===== src/rtl/mem_preloader.sv =====
// mem_preloader
// -------------
// Byte-stream boot loader feeding the memory's side-band write port.
// It parses frames of the form
//   A5 | addr[4] (LE) | count[2] (LE) | count x word[4] (LE) | [csum]
// and issues one 32-bit write per word at incrementing addresses.
// A pending write waits while `hold` is high, because the memory ORs this
// write port with the AXI-side one.
//
// Optional feature: define MEM_PRELOADER_CSUM_EN to expect a trailing
// checksum byte (XOR of all address, count and data bytes). Without it the
// frame ends on its final write (or straight after the count when N = 0),
// and `err` is tied low.
//
// Ports
//   ACLK, ARESET           clock, asynchronous active-high reset
//   in_valid/in_data       incoming stream byte
//   in_ready               byte taken on an edge with in_valid & in_ready
//   hold                   memory write port busy; defer the pending write
//   wr_mem_en/addr/data    one-cycle word write (addr[1:0] always 0)
//   busy                   frame in progress
//   done / err             sticky status of the last frame
//   words_written          words written in the current/last frame
module mem_preloader #(
  parameter int ADDR_WIDTH = 32,
  parameter int DATA_WIDTH = 32,
  parameter int CNT_WIDTH  = 16
) (
  input  logic                  ACLK,
  input  logic                  ARESET,
  input  logic                  in_valid,
  input  logic [7:0]            in_data,
  output logic                  in_ready,
  input  logic                  hold,
  output logic                  wr_mem_en,
  output logic [ADDR_WIDTH-1:0] wr_mem_addr,
  output logic [DATA_WIDTH-1:0] wr_mem_data,
  output logic                  busy,
  output logic                  done,
  output logic                  err,
  output logic [CNT_WIDTH-1:0]  words_written
);

  localparam logic [7:0] SYNC_BYTE = 8'hA5;

  typedef enum logic [2:0] {
    S_IDLE,
    S_ADDR,
    S_CNT,
    S_DATA,
    S_WRITE,
    S_CSUM
  } state_t;

  state_t                state_reg, state_next;
  logic [1:0]            idx_reg, idx_next;       // byte index within a field
  logic [23:0]           shift_reg, shift_next;   // last three accepted bytes
  logic [ADDR_WIDTH-1:0] addr_reg, addr_next;
  logic [DATA_WIDTH-1:0] data_reg, data_next;
  logic [CNT_WIDTH-1:0]  rem_reg, rem_next;       // words still to write
  logic [CNT_WIDTH-1:0]  words_reg, words_next;
  logic                  done_reg, done_next;
`ifdef MEM_PRELOADER_CSUM_EN
  logic                  err_reg, err_next;
  logic [7:0]            csum_reg, csum_next;
`endif

  logic        accept;
  logic [31:0] word_in;      // current byte on top of the three before it
  logic        payload_end;  // last word written, or N = 0 seen in CNT

  // in_ready is gated by reset so nothing is accepted while ARESET is high.
  assign in_ready = ~ARESET & (state_reg != S_WRITE);
  assign accept   = in_valid & in_ready;
  assign word_in  = {in_data, shift_reg};

  assign wr_mem_en     = (state_reg == S_WRITE) & ~hold;
  assign wr_mem_addr   = addr_reg;
  assign wr_mem_data   = data_reg;
  assign busy          = (state_reg != S_IDLE);
  assign done          = done_reg;
  assign words_written = words_reg;
`ifdef MEM_PRELOADER_CSUM_EN
  assign err = err_reg;
`else
  assign err = 1'b0;
`endif

  always_ff @(posedge ACLK or posedge ARESET) begin
    if (ARESET) begin
      state_reg <= S_IDLE;
      idx_reg   <= '0;
      shift_reg <= '0;
      addr_reg  <= '0;
      data_reg  <= '0;
      rem_reg   <= '0;
      words_reg <= '0;
      done_reg  <= 1'b0;
`ifdef MEM_PRELOADER_CSUM_EN
      err_reg   <= 1'b0;
      csum_reg  <= '0;
`endif
    end else begin
      state_reg <= state_next;
      idx_reg   <= idx_next;
      shift_reg <= shift_next;
      addr_reg  <= addr_next;
      data_reg  <= data_next;
      rem_reg   <= rem_next;
      words_reg <= words_next;
      done_reg  <= done_next;
`ifdef MEM_PRELOADER_CSUM_EN
      err_reg   <= err_next;
      csum_reg  <= csum_next;
`endif
    end
  end

  always_comb begin
    state_next  = state_reg;
    idx_next    = idx_reg;
    shift_next  = shift_reg;
    addr_next   = addr_reg;
    data_next   = data_reg;
    rem_next    = rem_reg;
    words_next  = words_reg;
    done_next   = done_reg;
`ifdef MEM_PRELOADER_CSUM_EN
    err_next    = err_reg;
    csum_next   = csum_reg;
    if (accept && (state_reg == S_ADDR || state_reg == S_CNT || state_reg == S_DATA))
      csum_next = csum_reg ^ in_data;
`endif
    payload_end = 1'b0;

    // Every accepted byte enters the shift register; each multi-byte field
    // is taken from word_in on its last byte, so fields never mix.
    if (accept)
      shift_next = word_in[31:8];

    case (state_reg)
      S_IDLE: begin
        if (accept && in_data == SYNC_BYTE) begin
          done_next  = 1'b0;
          words_next = '0;
          idx_next   = '0;
`ifdef MEM_PRELOADER_CSUM_EN
          err_next   = 1'b0;
          csum_next  = '0;
`endif
          state_next = S_ADDR;
        end
      end
      S_ADDR: begin
        if (accept) begin
          idx_next = idx_reg + 2'd1;
          if (idx_reg == 2'd3) begin
            addr_next  = ADDR_WIDTH'(word_in) & ~ADDR_WIDTH'(3);
            state_next = S_CNT;
          end
        end
      end
      S_CNT: begin
        if (accept) begin
          if (idx_reg[0]) begin
            rem_next = CNT_WIDTH'({in_data, shift_reg[23:16]});
            idx_next = '0;
            if ({in_data, shift_reg[23:16]} == 16'd0)
              payload_end = 1'b1;
            else
              state_next = S_DATA;
          end else begin
            idx_next = 2'd1;
          end
        end
      end
      S_DATA: begin
        if (accept) begin
          idx_next = idx_reg + 2'd1;
          if (idx_reg == 2'd3) begin
            data_next  = DATA_WIDTH'(word_in);
            state_next = S_WRITE;
          end
        end
      end
      S_WRITE: begin
        if (!hold) begin
          addr_next  = addr_reg + ADDR_WIDTH'(4);
          rem_next   = rem_reg - CNT_WIDTH'(1);
          words_next = words_reg + CNT_WIDTH'(1);
          if (rem_reg == CNT_WIDTH'(1))
            payload_end = 1'b1;
          else
            state_next = S_DATA;
        end
      end
`ifdef MEM_PRELOADER_CSUM_EN
      S_CSUM: begin
        if (accept) begin
          if (in_data == csum_reg)
            done_next = 1'b1;
          else
            err_next = 1'b1;
          state_next = S_IDLE;
        end
      end
`endif
      default: state_next = S_IDLE;
    endcase

    if (payload_end) begin
`ifdef MEM_PRELOADER_CSUM_EN
      state_next = S_CSUM;
`else
      done_next  = 1'b1;
      state_next = S_IDLE;
`endif
    end
  end

endmodule


===== config.mk =====
export PLATFORM = sky130hd
export DESIGN_NAME = mem_preloader
export DESIGN_NICKNAME = d
export VERILOG_FILES = /design/src/rtl/mem_preloader.sv
export SDC_FILE = /design/constraint.sdc
export NUM_CORES = 1
export LEC_CHECK = 0
export ABC_AREA = 0
export CAP_MARGIN = 40
export CORE_AREA = 10 10 150 97
export DETAILED_ROUTE_END_ITERATION = 10
export DIE_AREA = 0 0 160 107
export PLACE_DENSITY = 0.81
export SLEW_MARGIN = 20
export SYNTH_ARGS = -nofsm -noshare
export SYNTH_HDL_FRONTEND = slang
export SYNTH_SLANG_ARGS = --single-unit

===== constraint.sdc =====
create_clock -name ACLK -period 5.6 [get_ports ACLK]
set_input_delay 1.12 -clock ACLK [delete_from_list [all_inputs] [get_ports ACLK]]
set_output_delay 1.12 -clock ACLK [all_outputs]
set_load 0.03 [all_outputs]

---- After elaboration in Yosys (flattened, before gate mapping) ----
Index checks and enable logic that the tools add are counted.
word-level totals
  logic and storage cells ................. 97
  output and inout bits ................... 85
  bits in registers ....................... 126
  input bits .............................. 12
cells by class
  equality and inequality tests ........... 25
  bitwise operators ....................... 5
  mux-type cells .......................... 37
  reductions and logical operators ........ 18
  add/sub/neg operators ................... 4
operators with widths
  operator                                                               number
  32-bit 2-to-1 mux                                                      3
  16-bit 2-to-1 mux                                                      5
  16-bit one-hot mux with 2 select lines                                 2
  32-bit one-hot mux with 2 select lines                                 1
  3-bit 2-to-1 mux                                                       11
  3-bit != test (second input constant)                                  11
  32-bit by 3-bit adder with 32-bit output (second input constant)       1
  16-bit by 1-bit adder with 16-bit output (second input constant)       1
  16-bit by 1-bit == test with 1-bit output (second input constant)      1
  16-bit logical NOT                                                     1
  16-bit by 1-bit subtractor with 16-bit output (second input constant)  1
  3-bit one-hot mux with 5 select lines                                  1
  2-bit != test (second input constant)                                  6
  4-bit AND reduction                                                    3
  10-bit AND reduction                                                   1
  2-bit nonzero test                                                     5
  1-bit 2-to-1 mux                                                       9
  8-bit == test (second input constant)                                  1
  3-bit by 2-bit == test with 1-bit output (second input constant)       2
  2-bit 2-to-1 mux                                                       3
  2-bit one-hot mux with 3 select lines                                  1
  3-bit AND reduction                                                    2
  3-bit nonzero test                                                     2
  1-bit AND                                                              3
  other kinds (11)                                                       12

---- Longest topological paths before layout ----
Gate-level depths: netlist (run 1).
  word-level depth ........................ 7
  depth in mapped cells ................... 10
  gate-level depth less buffers ........... 8

---- Worst setup path after synthesis (run 1) ----
No wires, ideal clock.
  path type ............................... in2out
  from .................................... in in_valid
  to ...................................... out wr_mem_en
  stages on the path ...................... 6
  buffers on the path ..................... 2
  data required time ...................... 4.480 ns
  data arrival time ....................... 2.344 ns
  slack ................................... 2.136 ns
  path through ............................ nor2b_1 clkbuf_1 nand4b_1 a211o_1 clkinv_2 buf_2
RTL lines
  element      RTL line  text
  from (decl)  31        input logic in_valid,
  to (decl)    35        output logic wr_mem_en,

==> results of run 1 <==
==> power groups by stage <==
| stage | Combinational (uW) | Clock (uW) | Sequential, uW |
|---|---|---|---|
| floorplan | 330 | 0 | 1370 |
| global placement | 726 | 0 | 1300 |
| detailed placement | 751 | 0 | 1310 |
| CTS | 757 | 1140 | 1300 |
| global route | 814 | 1180 | 1330 |
| finish | 759 | 1130 | 1310 |
==> through the flow <==
| step | power [uW] | util, % | hold slack (ns) | cells |
|---|---|---|---|---|
| finish | 3203 | 67.08 | 0.4799 | 886 |
| global route | 3324 | 67.08 | 0.5229 | 886 |
| CTS | 3193 | 67.04 | 0.4836 | 885 |
| detailed placement | 2059 | 61.95 | 0.4692 | 853 |
| global placement | 2022 | 61.84 | 0.4779 | 851 |
| floorplan | 1705 | - | 0.4714 | 626 |
==> cell type report <==
type                       instances  area [um^2]  share of cell area (%)
clock buffer                      17        425.4                   5.378
timing repair buffer             104         1008                   12.75
clock inverter                    15        175.2                   2.214
multi-input combinational        447         2935                   37.11
tap                              165        206.4                   2.610
sequential                       124         3103                   39.23
inverter                          14        56.30                  0.7118
==> layer usage <==
metal	GRT usage (%)	wire [um]	vias up
li1	-	-	2485
met1	28.91	8116	2756
met2	32.12	8280	356
met3	9.091	2369	28
met4	7.180	304	0
met5	0	0	-
==> logic make-up (layout without fill, tap and decap cells) <==
logic type	after synthesis	after routing	share of synthesized area, %
buffers and inverters	55	150	3.779
xor gates and xnor gates	12	12	1.680
other	1	3	0.05993
AOI/OAI and AO/OA	160	160	16.22
DFF	124	124	49.59
adders and majority gates	5	5	0.9998
muxes	57	57	10.24
and+or+nand+nor	210	210	17.44
==> worst reg2reg max path: stages (launching register included) <==
cell	delay [ns]
dfrtp_1	0.51
or3b_1	0.48
a211o_1	0.35
clkinv_2	0.23
a31o_4	0.40
nand2_1	0.15
o211ai_1	0.20
o311ai_1	0.14
==> synthesized netlist by cell type, drive strengths merged (4+ instances only) <==
library cell / n
dfrtp: 124
mux2: 56
a21oi: 50
nand2: 46
nor2: 44
o21ai: 39
nand3: 30
clkbuf: 23
buf: 18
nand4: 16
inv: 13
nor3: 13
and3: 12
nor4: 10
a31oi: 9
o22a: 9
o22ai: 9
and2: 8
xor2: 8
a22oi: 6
or3: 6
or4: 6
ha: 5
nor2b: 5
a21o: 4
a2bb2oi: 4
a41oi: 4
and4: 4
xnor2: 4
==> worst paths after layout <==
check / start / endpoint / cells after the start
setup / recovery: ARESET / wr_mem_en / 6
hold / removal: done / done / 1
setup reg to reg: state_reg[1] / wr_mem_addr[18] / 7
hold reg to reg: done / done / 1
max in group asynchronous: ARESET / wr_mem_addr[25] / 3
min in group asynchronous: ARESET / words_written[1] / 2
==> flow_summary_export.csv, run 1 <==
group,metric,value,unit
run_status,outcome,"finished clean",
synthesis,avgSynthCellArea,10.03,um^2
global_routing,overflow,0,
route,vias,5625,
placement,dp_hpwl,12970,um
sta,slew_headroom,51.42,%
setup_path,crit_type,"in2out",
die,rows,31,
layout,final_cell_mix,"dfrtp_1 (124), clkdlybuf4s50_1 (93), mux2_2 (56), a21oi_1 (50), nand2_1 (46)",
setup_path,cp_data_arrival_time,3.69,ns
placement,place_area,7305,um^2
synthesis,synth-seq-cells,124,
synthesis,synth_top_area_share,49.59,%
setup_path,crit_top_cell,"clkdlybuf4s50_1",
synthesis,synth.largest_area_cell,"dfrtp_1",
global_routing,antenna_found_initial,0,
synthesis,synth-seq-area-share,49.59,%
clock_tree,post_cts_resized,0,
setup_path,required,4.48,ns
layout,design_area,7910,um^2
sta,tns,0,ns
synthesis,synth_area,6257,um^2
global_routing,track_usage,21.92,%
clock_tree,cts-root-buf,"clkbuf_16",
layout,insertedDiodeCount,0,
pwr,p_clk_share,35.4,%
setup_path,reg2reg_slack,3.00,ns
clock_tree,postCtsHoldBufs,0,
pwr,p_seq_share,40.9,%
clock_tree,clock_sinks,124,
route,drt_iter0_markers,583,
clock_tree,cts.path.max_buffers,2,
flow_run,max_cap_violations,0,
layout,nFillCells,876,
route,wire_per_inst,21.52,um
global_routing,first_global_vias,5504,
sta,fin_crit_sh,85.89,%
clock_tree,cts_tree,"built",
placement,port_buffers,93,
global_routing,grt_pass1_wl,30160,um
clock_tree,clk_latency,0.42,ns
clock_tree,cts.clk_slew.worst_paths,0.06,ns
synthesis,yosysWarningCount,0,
sta,worst_pin_slew,0.7288,ns
route,drtPass1Iterations,5,
route,vias_per_cell,6.349,
die,die_w,160,um
setup_path,critPathSlowestCell,"clkdlybuf4s50_1",
worst_hold_path,hp-class,"reg2reg",
synthesis,synthCells,624,
placement,place_ws,0.8556,ns
synthesis,async_flop_share,100.0,%
pwr,power.leakage,0.003398,uW
sta,clock.fmax,0.2079,GHz
setup_path,cp_max_fo,17,
pwr,combPwrFrac,23.7,%
synthesis,synthFlopType,"dfrtp_1",
die,initial_utilization,53.07,%
setup_path,crit_buf_inv,3,
die,fp.dieH,107,um
setup_path,critPathTopFamily,"buffers and inverters",
layout,drive_gt1_share,15.26,%
layout,area_growth_syn_to_layout,26.41,%
synthesis,synthTopCellsByArea,"dfrtp_1 (50%), mux2_2 (10%), a21oi_1 (4.0%), o21ai_0 (3.1%), nand2_1 (2.8%)",
layout,largest_reg_flops,32,
sta,skew,0.008545,ns
route,drc,0,
pwr,p_per_area,404.9,nW/um^2
die,dieArea,17120,um^2
clock_tree,cts_max_level,4,
pwr,swShare,35.81,%
sta,period_minus_slack,4.810,ns
sta,hold_violations,0,
clock_tree,cts_buffers,17,
sta,rsz0062_at_grt,"no",
die,ios,97,
synthesis,synth_edf_count,0,
clock_tree,postCtsSetupBuffers,0,
synthesis,ys_types,57,
setup_path,worstPathCellList,"clkdlybuf4s50_1, nor2b_1, nand4b_1, a211o_1, clkinv_2, clkdlybuf4s50_1",
pwr,netSwitchingPower,1147,uW
setup_path,critPathMaxStageDelay,0.73,ns
layout,mostFrequentLayoutCell,"dfrtp_1",
route,finalWirelength,19070,um
route,ant_nets,0,
sta,slew_violations,0,
pwr,internal_power,2056,uW
setup_path,cp-start-kind,"input port",
die,core,11790,um^2
layout,num-nets-final,725,
setup_path,end_kind,"output pin",
sta,setup_viol,0,
placement,gp_congestion,0.8801,
sta,worst_slack,0.7899,ns
pwr,vdd_drop_max,264.7,uV
global_routing,grt_max_degree,76,
Power figures use the tool's default switching activity.
==> run 2, diff against run 1 <==
Settings changed: CORE_AREA 10 10 150 97 to 2 2 142 89, DIE_AREA 0 0 160 107 to 0 0 144 91.
==> run 2 against run 1 <==
Against the previous run:
- critical path depth stayed put
- design area is 0.25% higher
- fmax is 0.86% lower
- power is 1.2% lower
- global-route usage is 6.6 points higher
- register-to-register slack better by 0.07 ns
- final cell count is 0.23% higher
- setup slack worse by 0.042 ns
- sequential power hardly changed
- largest cell class unchanged
- largest power group unchanged
==> flow_summary_export.csv, run 2 (synthesis gave the netlist of run 1 again) <==
group,metric,value,unit
run_status,outcome,"finished clean",
route,drc,0,
clock_tree,clk_latency,0.42,ns
setup_path,cp_data_arrival_time,3.73,ns
die,core,11750,um^2
sta,tns,0,ns
worst_hold_path,hp-class,"reg2reg",
die,fp.dieH,91,um
layout,largest_reg_flops,32,
die,die_w,144,um
pwr,internal_power,2049,uW
layout,final_cell_mix,"dfrtp_1 (124), clkdlybuf4s50_1 (93), mux2_2 (56), a21oi_1 (50), nand2_1 (46)",
clock_tree,post_cts_resized,0,
global_routing,grt_max_degree,77,
clock_tree,cts-root-buf,"clkbuf_16",
layout,area_growth_syn_to_layout,26.73,%
route,wl_met1,7843,um
die,rows,31,
pwr,p_clk_share,34.9,%
clock_tree,clock_sinks,124,
clock_tree,cts_max_level,4,
route,wl_met3,2197,um
worst_hold_path,min_from,"done",
layout,num-nets-final,726,
setup_path,reg2reg_slack,3.07,ns
layout,seq_area,3103,um^2
placement,dp_hpwl,12030,um
clock_tree,postCtsHoldBufs,0,
sta,rsz0062_at_grt,"no",
setup_path,cp-start-kind,"input port",
global_routing,track_usage,28.50,%
placement,place_ws,0.8356,ns
sta,worst_pin_slew,0.7327,ns
setup_path,rr_startpoint,"state_reg[1]",
route,route.top_layer_used,"met4",
global_routing,first_global_vias,5356,
setup_path,reg2reg_depth,7,
die,initial_utilization,53.24,%
route,vias_per_cell,6.266,
setup_path,crit_type,"in2out",
clock_tree,postCtsSetupBuffers,0,
sta,period_minus_slack,4.852,ns
layout,multiInputGateArea,2935,um^2
clock_tree,cts.path.max_buffers,2,
route,drtPass1Iterations,8,
setup_path,required,4.48,ns
die,dieArea,13100,um^2
pwr,combPwrFrac,23.8,%
sta,slew_violations,0,
route,vias,5564,
pwr,swShare,35.27,%
layout,nFillCells,863,
pwr,vdd_drop_max,281.3,uV
route,wl_met2,7674,um
route,ant_nets,0,
flow_run,max_cap_violations,0,
setup_path,cp_max_fo,17,
layout,drive_gt1_share,15.37,%
die,ios,97,
clock_tree,cts.clk_slew.worst_paths,0.06,ns
pwr,power.leakage,0.003402,uW
global_routing,grt_pass1_wl,28840,um
setup_path,end_kind,"output pin",
sta,setup_viol,0,
sta,slew_headroom,51.16,%
worst_hold_path,whs_path_depth,1,
route,finalWirelength,17990,um
global_routing,overflow,0,
route,wire_per_inst,20.26,um
setup_path,cp-startpoint,"ARESET",
placement,port_buffers,93,
sta,hold_violations,0,
placement,gp_congestion,0.8601,
route,drt_iter0_markers,877,
layout,mostFrequentLayoutCell,"dfrtp_1",
clock_tree,cts_tree,"built",
pwr,p_seq_share,41.3,%
sta,worst_slack,0.7483,ns
clock_tree,cts_buffers,17,
pwr,netSwitchingPower,1117,uW
pwr,p_per_area,399.2,nW/um^2
sta,clock.fmax,0.2061,GHz
sta,fin_crit_sh,86.64,%
global_routing,antenna_found_initial,1,
sta,skew,0.008836,ns
## run 2: cell count changes in the layout (fill, tap and decap cells not counted), sizes merged
| cell | change |
|---|---|
| buf | +1 |
| clkinv | +3 |
| clkinvlp | +1 |
| diode | +1 |
| inv | -4 |
## run 2: worst paths after layout
path                                    to
max reg2reg                wr_mem_addr[25]
min                                   done
max                              wr_mem_en
max in group asynchronous  wr_mem_data[18]
min in group asynchronous     state_reg[2]
min reg2reg                           done
## run 2: stage by stage
stage | power, uW | cell area [um^2] | util, % | hold slack (ns) | std cells
after global routing | 3290 | 7928 | 67.45 | 0.5196 | 887
after detailed placement | 2047 | 7305 | 62.15 | 0.4952 | 853
after floorplan | 1705 | 6265 | - | 0.4714 | 626
after CTS | 3149 | 7895 | 67.18 | 0.5097 | 885
final | 3166 | 7930 | 67.48 | 0.5006 | 888
after global placement | 2011 | 7292 | 62.05 | 0.4760 | 851
## run 2: area by class of cell
cell class	count	share of cell area [%]
multi-input cells	447	37.01
clock buffers	17	5.364
inverters	14	0.7100
clock inverters	15	2.083
flip-flops and latches	124	39.13
well taps	165	2.603
repair buffers	105	13.06
diodes	1	0.03156
## run 2: power groups by stage
stage                     logic, uW  clock network (uW)  registers, uW
after floorplan                 330                   0           1370
after global placement          720                   0           1290
after detailed placement        740                   0           1310
after CTS                       746                1110           1290
after global routing            807                1160           1330
final                           753                1110           1310
## run 2: metal layers
layer / track usage (%) / vias to the layer above
met3: 10.34 / 31
met5: 0 / -
met1: 41.27 / 2703
met2: 40.60 / 342
met4: 7.271 / 0
li1: - / 2488
## run 2: critical path, cell delays in order
cell             delay, ns
clkdlybuf4s50_1       0.49
nor2b_1               0.53
nand4b_1              0.25
a211o_1               0.38
clkinv_2              0.24
clkdlybuf4s50_1       0.72
